## src/rtl/mul_pkg.sv

```systemverilog
// Shared definitions for the AVR multiply unit: mode encodings, FSM states
// and helpers that decode which operands are treated as signed.
package mul_pkg;

    localparam logic [2:0] MODE_MUL    = 3'b000;
    localparam logic [2:0] MODE_MULS   = 3'b001;
    localparam logic [2:0] MODE_MULSU  = 3'b010;
    localparam logic [2:0] MODE_FMUL   = 3'b100;
    localparam logic [2:0] MODE_FMULS  = 3'b101;
    localparam logic [2:0] MODE_FMULSU = 3'b110;

    typedef enum logic [1:0] {
        IDLE = 2'b00,
        CALC = 2'b01,
        FIN  = 2'b10,
        DONE = 2'b11
    } state_t;

    // Rd is signed for MULS/MULSU and their fractional forms.
    function automatic logic mode_rd_signed(input logic [2:0] mode);
        return (mode[1:0] == MODE_MULS[1:0]) || (mode[1:0] == MODE_MULSU[1:0]);
    endfunction

    // Rr is signed only for MULS/FMULS; the reserved code falls back to UxU.
    function automatic logic mode_rr_signed(input logic [2:0] mode);
        return (mode[1:0] == MODE_MULS[1:0]);
    endfunction

    function automatic logic mode_is_frac(input logic [2:0] mode);
        return mode[2];
    endfunction

endpackage

```

## src/rtl/mul_sign_cond.sv

```systemverilog
// Operand conditioning: turns the requested mode and raw operands into
// unsigned magnitudes plus the sign of the final product.
module mul_sign_cond
    import mul_pkg::*;
#(
    parameter int WIDTH = 8
) (
    input  logic [2:0]       mode,
    input  logic [WIDTH-1:0] rd,
    input  logic [WIDTH-1:0] rr,
    output logic [WIDTH-1:0] rd_mag,
    output logic [WIDTH-1:0] rr_mag,
    output logic             neg
);

    logic rd_neg;
    logic rr_neg;

    // |-2^(WIDTH-1)| = 2^(WIDTH-1) still fits as an unsigned WIDTH-bit value.
    always_comb begin
        rd_neg = mode_rd_signed(mode) & rd[WIDTH-1];
        rr_neg = mode_rr_signed(mode) & rr[WIDTH-1];
        rd_mag = rd_neg ? (~rd + WIDTH'(1)) : rd;
        rr_mag = rr_neg ? (~rr + WIDTH'(1)) : rr;
        neg    = rd_neg ^ rr_neg;
    end

endmodule

```

## src/rtl/avr_mul_unit.sv

```systemverilog
// Sequential shift-add multiplier for MUL/MULS/MULSU/FMUL/FMULS/FMULSU,
// one partial product per clock, with valid/ready on request and result.
module avr_mul_unit
    import mul_pkg::*;
#(
    parameter int WIDTH = 8
) (
    input  logic             i_clk,
    input  logic             i_rst,
    input  logic             i_valid,
    output logic             o_ready,
    input  logic [2:0]       i_mode,
    input  logic [WIDTH-1:0] i_rd,
    input  logic [WIDTH-1:0] i_rr,
    output logic             o_valid,
    input  logic             i_ready,
    output logic [WIDTH-1:0] o_r1,
    output logic [WIDTH-1:0] o_r0,
    output logic             o_c,
    output logic             o_z,
    output state_t           o_state
);

    // Handshake: a request transfers on an edge where i_valid && o_ready; a
    // result transfers on an edge where o_valid && i_ready. o_ready is high
    // only in IDLE and o_valid only in DONE, so the two never overlap.

    localparam int CNT_W = $clog2(WIDTH);
    localparam int PW    = 2 * WIDTH;
    localparam logic [CNT_W-1:0] CNT_LAST = CNT_W'(WIDTH - 1);

    state_t state;
    state_t next_state;

    logic [CNT_W-1:0] cnt;
    logic [WIDTH-1:0] mcand;
    logic [WIDTH-1:0] mplier;
    logic [PW-1:0]    acc;
    logic             neg;
    logic             frac;

    logic [WIDTH-1:0] rd_mag;
    logic [WIDTH-1:0] rr_mag;
    logic             neg_c;

    logic [PW-1:0]    partial;
    logic [PW-1:0]    prod;
    logic [PW-1:0]    result;

    mul_sign_cond #(
        .WIDTH (WIDTH)
    ) u_sign_cond (
        .mode   (i_mode),
        .rd     (i_rd),
        .rr     (i_rr),
        .rd_mag (rd_mag),
        .rr_mag (rr_mag),
        .neg    (neg_c)
    );

    always_ff @(posedge i_clk or posedge i_rst) begin
        if (i_rst) begin
            state <= IDLE;
        end else begin
            state <= next_state;
        end
    end

    always_comb begin
        next_state = state;
        case (state)
            IDLE:    if (i_valid) next_state = CALC;
            CALC:    if (cnt == CNT_LAST) next_state = FIN;
            FIN:     next_state = DONE;
            DONE:    if (i_ready) next_state = IDLE;
            default: next_state = IDLE;
        endcase
    end

    always_comb begin
        o_ready = (state == IDLE);
        o_valid = (state == DONE);
        o_state = state;
    end

    // Product of magnitudes never exceeds 2*WIDTH bits, so acc cannot overflow.
    always_comb begin
        partial = {{WIDTH{1'b0}}, mcand} << cnt;
        prod    = neg ? (~acc + PW'(1)) : acc;
        result  = frac ? {prod[PW-2:0], 1'b0} : prod;
    end

    always_ff @(posedge i_clk or posedge i_rst) begin
        if (i_rst) begin
            cnt    <= '0;
            mcand  <= '0;
            mplier <= '0;
            acc    <= '0;
            neg    <= 1'b0;
            frac   <= 1'b0;
            o_r1   <= '0;
            o_r0   <= '0;
            o_c    <= 1'b0;
            o_z    <= 1'b0;
        end else begin
            case (state)
                IDLE: begin
                    if (i_valid) begin
                        mcand  <= rd_mag;
                        mplier <= rr_mag;
                        neg    <= neg_c;
                        frac   <= mode_is_frac(i_mode);
                        acc    <= '0;
                        cnt    <= '0;
                    end
                end
                CALC: begin
                    if (mplier[cnt]) begin
                        acc <= acc + partial;
                    end
                    cnt <= cnt + CNT_W'(1);
                end
                FIN: begin
                    // Carry reflects the unshifted product's MSB even in fractional mode.
                    o_c  <= prod[PW-1];
                    o_z  <= (result == '0);
                    o_r1 <= result[PW-1:WIDTH];
                    o_r0 <= result[WIDTH-1:0];
                end
                default: ;
            endcase
        end
    end

endmodule

```

## config.mk

```make
export PLATFORM = sky130hd
export DESIGN_NAME = avr_mul_unit
export DESIGN_NICKNAME = d
export VERILOG_FILES = /design/src/rtl/mul_pkg.sv /design/src/rtl/mul_sign_cond.sv /design/src/rtl/avr_mul_unit.sv
export SDC_FILE = /design/constraint.sdc
export NUM_CORES = 1
export LEC_CHECK = 0
export ABC_AREA = 1
export BUFFER_PORTS_ARGS = -buffer_cell sky130_fd_sc_hd__buf_2
export CORE_ASPECT_RATIO = 0.7
export CORE_MARGIN = 3
export CORE_UTILIZATION = 55
export DETAILED_ROUTE_END_ITERATION = 10
export PLACE_DENSITY = 0.75
export RECOVER_POWER = 50
export SYNTH_ARGS = -nofsm -noshare
export SYNTH_HDL_FRONTEND = slang
export SYNTH_SLANG_ARGS = --single-unit
```

## constraint.sdc

```tcl
create_clock -name i_clk -period 3.75 [get_ports i_clk]
set_clock_uncertainty 0.2 [all_clocks]
set_input_delay 0.5625 -clock i_clk [delete_from_list [all_inputs] [get_ports i_clk]]
set_output_delay 0.5625 -clock i_clk [all_outputs]
set_load 0.05 [all_outputs]
```

==> load_flow_metrics.sql <==
INSERT INTO impl_metrics (metric_group, metric, value, unit) VALUES
('floorplan', 'core_region_area', '7350', 'um2'),
('final_layout', 'syn2layout_area_growth', '10.5', '%'),
('power', 'pwr-share-seq', '0.248', ''),
('sta', 'post-route-min-period', '3470', 'ps'),
('floorplan', 'floorplan.io_pins', '45', ''),
('floorplan', 'fp.dieW', '111', 'um'),
('routing', 'route.top_layer_used', 'met4', ''),
('critical_path', 'worst-setup-path-type', 'flop to flop', ''),
('placed_design', 'hpwl', '8260', 'um'),
('global_routing', 'overflow', '0', ''),
('yosys', 'synth.yosys.warnings', '0', ''),
('placed_design', 'placed_area', '4490', 'um2'),
('yosys', 'yosysUniqueCellTypes', '35', ''),
('floorplan', 'num_rows', '26', ''),
('routing', 'drc', '0', ''),
('routing', 'drt_first_iter_violations', '351', ''),
('sta', 'timing.slew.headroom', '-0.0560', ''),
('power', 'p_total', '4.65', 'mW'),
('clock_tree', 'insertion_delay', '340', 'ps'),
('placed_design', 'buffer_ports.inserted', '44', ''),
('yosys', 'postSynthAreaPerCell', '6.92', 'um2'),
('final_layout', 'count_of_inserted_antenna_diode_cells', '0', ''),
('yosys', 'synth.ff_latch_count', '57', ''),
('routing', 'ant_nets', '0', ''),
('routing', 'detail_route.wirelength', '10500', 'um'),
('clock_tree', 'cts_resized', '0', ''),
('routing', 'detailroute.wirelength.met2', '4300', 'um'),
('worst_hold_path', 'hold_path.class', 'input pin to flop', ''),
('run', 'cap_viol_max_count', '1', ''),
('yosys', 'synth_fp_nets', '658', ''),
('routing', 'avgViaCountPerCell', '5.58', ''),
('clock_tree', 'tritoncts_clock_tree', 'done', ''),
('power', 'pwr_density_cell', '998', 'nW/um2'),
('clock_tree', 'cts_buffer_depth', '2', ''),
('clock_tree', 'clock_tree.root_cell', 'sky130_fd_sc_hd__clkbuf_8', ''),
('critical_path', 'crit_path_max_incr_delay', '760', 'ps'),
('sta', 'maxSlewViolCount', '29', ''),
('sta', 'setup-tns-final', '0', 'ps'),
('final_layout', 'layout.nets', '698', ''),
('final_layout', 'final_util', '0.633', ''),
('critical_path', 'start_kind', 'flop', ''),
('final_layout', 'post_route_cells_drive_above_1_share', '0.0994', ''),
('sta', 'setup_viol', '0', ''),
('global_routing', 'gr-usage-all-layers', '0.258', ''),
('clock_tree', 'register_clock_pin_slew_on_the_reported_worst_setup_and_hold_paths', '70', 'ps'),
('run_status', 'violations', 'max-capacitance violations, max-slew violations', ''),
('power', 'sw_frac_of_total', '0.548', ''),
('critical_path', 'cp_top_family', 'compound AO/OA/AOI/OAI gates', ''),
('sta', 'max_slew.worst_pin.slew', '1580', 'ps'),
('power', 'share_clk_of_total_power', '0.124', ''),
('run_status', 'status', 'complete, but fails checks', ''),
('placed_design', 'place_inst', '736', ''),
('yosys', 'syn-cell-area', '4220', 'um2'),
('clock_tree', 'post_cts_hold_buffer_count', '0', ''),
('clock_tree', 'cts-buffers-inserted', '9', ''),
('power', 'cellLeakagePower', '2.35', 'nW'),
('power', 'net_load_switching_power', '2.55', 'mW'),
('global_routing', 'grt_pass1_wl', '18500', 'um'),
('worst_hold_path', 'worst_hold_startpoint', 'i_mode[2]', ''),
('global_routing', 'grt_antenna_before_repair', '0', ''),
('critical_path', 'rr_startpoint', 'cnt[0]', ''),
('critical_path', 'worst-r2r-setup-slack', '280', 'ps'),
('critical_path', 'slowest_stage', 'sky130_fd_sc_hd__dfrtp_1', ''),
('power', 'p_comb_frac', '0.629', ''),
('routing', 'wl_met1', '5230', 'um'),
('routing', 'dr_total_vias', '4199', ''),
('final_layout', 'final_design_area_no_fill', '4660', 'um2'),
('yosys', 'postSynthCellCount', '609', ''),
('floorplan', 'floorplan.die.height', '79.2', 'um'),
('power', 'ir_drop', '537', 'uV'),
('sta', 'number_of_failing_hold_endpoints_at_the_final_stage', '0', '');
-- worst max path at each step --
stage	from	endpoint	slack, ps	depth (start not counted)
after floorplan	cnt[0]	acc[10]	990	14
after global placement	cnt[0]	acc[10]	540	12
after detailed placement	cnt[0]	acc[10]	450	12
after CTS	cnt[0]	acc[10]	440	12
after global routing	cnt[0]	acc[10]	120	13
final	cnt[0]	acc[10]	280	12
-- layout by cell type (no fill, tap or decap), types with 5 or more instances in the layout --
cell                       count
sky130_fd_sc_hd__inv_1        60
sky130_fd_sc_hd__a31oi_1       8
sky130_fd_sc_hd__xor2_1       11
sky130_fd_sc_hd__nor2_1       50
sky130_fd_sc_hd__a21oi_1      17
sky130_fd_sc_hd__o22ai_1       8
sky130_fd_sc_hd__buf_2        36
sky130_fd_sc_hd__o21ai_1       8
sky130_fd_sc_hd__mux2i_1       5
sky130_fd_sc_hd__o21ai_0      63
sky130_fd_sc_hd__dfrtp_1      57
sky130_fd_sc_hd__clkbuf_1     13
sky130_fd_sc_hd__ha_1         25
sky130_fd_sc_hd__nand3_1      69
sky130_fd_sc_hd__nor3_1       10
sky130_fd_sc_hd__clkbuf_8     10
sky130_fd_sc_hd__nand2_1     167
sky130_fd_sc_hd__nand4_1       5
-- area by class of cell --
class | count | area [um2]
clock inverter | 3 | 40.0
inverter | 63 | 244
tap | 98 | 123
multi-input combinational | 469 | 2430
clock buffer | 13 | 149
timing repair buffer | 49 | 240
fill | 693 | 2700
sequential | 57 | 1430
-- flip-flops by register name (all words and copies together), names as in the netlist --
signal,count
acc,16
cnt,3
frac,1
mcand,8
mplier,8
neg,1
o_c,1
o_r0,8
o_r1,8
o_state,2
o_z,1
-- synthesized netlist by cell type --
master | instances | area share
sky130_fd_sc_hd__a21boi_0 | 1 | 0.0018
sky130_fd_sc_hd__a21o_1 | 1 | 0.0018
sky130_fd_sc_hd__a21oi_1 | 17 | 0.020
sky130_fd_sc_hd__a21oi_2 | 3 | 0.0062
sky130_fd_sc_hd__a31oi_1 | 8 | 0.012
sky130_fd_sc_hd__buf_1 | 1 | 0.00089
sky130_fd_sc_hd__buf_2 | 7 | 0.0083
sky130_fd_sc_hd__buf_6 | 2 | 0.0053
sky130_fd_sc_hd__buf_8 | 1 | 0.0036
sky130_fd_sc_hd__clkbuf_1 | 9 | 0.0080
sky130_fd_sc_hd__clkinv_1 | 1 | 0.00089
sky130_fd_sc_hd__dfrtp_1 | 57 | 0.34
sky130_fd_sc_hd__fa_1 | 1 | 0.0047
sky130_fd_sc_hd__ha_1 | 25 | 0.074
sky130_fd_sc_hd__inv_1 | 60 | 0.053
sky130_fd_sc_hd__inv_4 | 1 | 0.0015
sky130_fd_sc_hd__inv_6 | 1 | 0.0021
sky130_fd_sc_hd__mux2i_1 | 5 | 0.012
sky130_fd_sc_hd__nand2_1 | 167 | 0.15
sky130_fd_sc_hd__nand2_2 | 4 | 0.0059
sky130_fd_sc_hd__nand3_1 | 69 | 0.082
sky130_fd_sc_hd__nand3_2 | 1 | 0.0024
sky130_fd_sc_hd__nand3b_1 | 1 | 0.0018
sky130_fd_sc_hd__nand4_1 | 5 | 0.0074
sky130_fd_sc_hd__nor2_1 | 50 | 0.045
sky130_fd_sc_hd__nor3_1 | 10 | 0.012
sky130_fd_sc_hd__nor4_1 | 1 | 0.0015
sky130_fd_sc_hd__o211ai_1 | 2 | 0.0036
sky130_fd_sc_hd__o21ai_0 | 63 | 0.075
sky130_fd_sc_hd__o21ai_1 | 8 | 0.0095
sky130_fd_sc_hd__o21ai_2 | 3 | 0.0062
sky130_fd_sc_hd__o21bai_1 | 1 | 0.0018
sky130_fd_sc_hd__o22ai_1 | 8 | 0.012
sky130_fd_sc_hd__xnor2_1 | 4 | 0.0083
sky130_fd_sc_hd__xor2_1 | 11 | 0.023
-- cell families after synthesis --
logic type | after synthesis | synth area share
mux | 5 | 0.0119
flops | 57 | 0.338
fa+ha+maj | 26 | 0.0790
buf+inv | 83 | 0.0840
xor+xnor | 15 | 0.0312
compound gates | 115 | 0.150
simple gates | 308 | 0.306
-- power by group through the flow --
stage / clock network, mW / logic [mW] / registers, mW
floorplan: 0 / 2.08 / 1.37
global placement: 0 / 2.84 / 1.14
detailed placement: 0 / 2.90 / 1.15
CTS: 0.581 / 2.91 / 1.14
global route: 0.611 / 3.33 / 1.20
finish: 0.574 / 2.92 / 1.15
-- metal layers --
layer / track usage / up-vias
met2: 0.378 / 150
met1: 0.385 / 1937
met4: 0.0701 / 0
met5: 0 / -
li1: - / 2101
met3: 0.0556 / 11
-- tightest hold or removal path, stage by stage --
cell	delay (ps)
sky130_fd_sc_hd__buf_2	80
sky130_fd_sc_hd__nand2_1	40
sky130_fd_sc_hd__o21ai_0	60
Power figures use the tool's default switching activity.
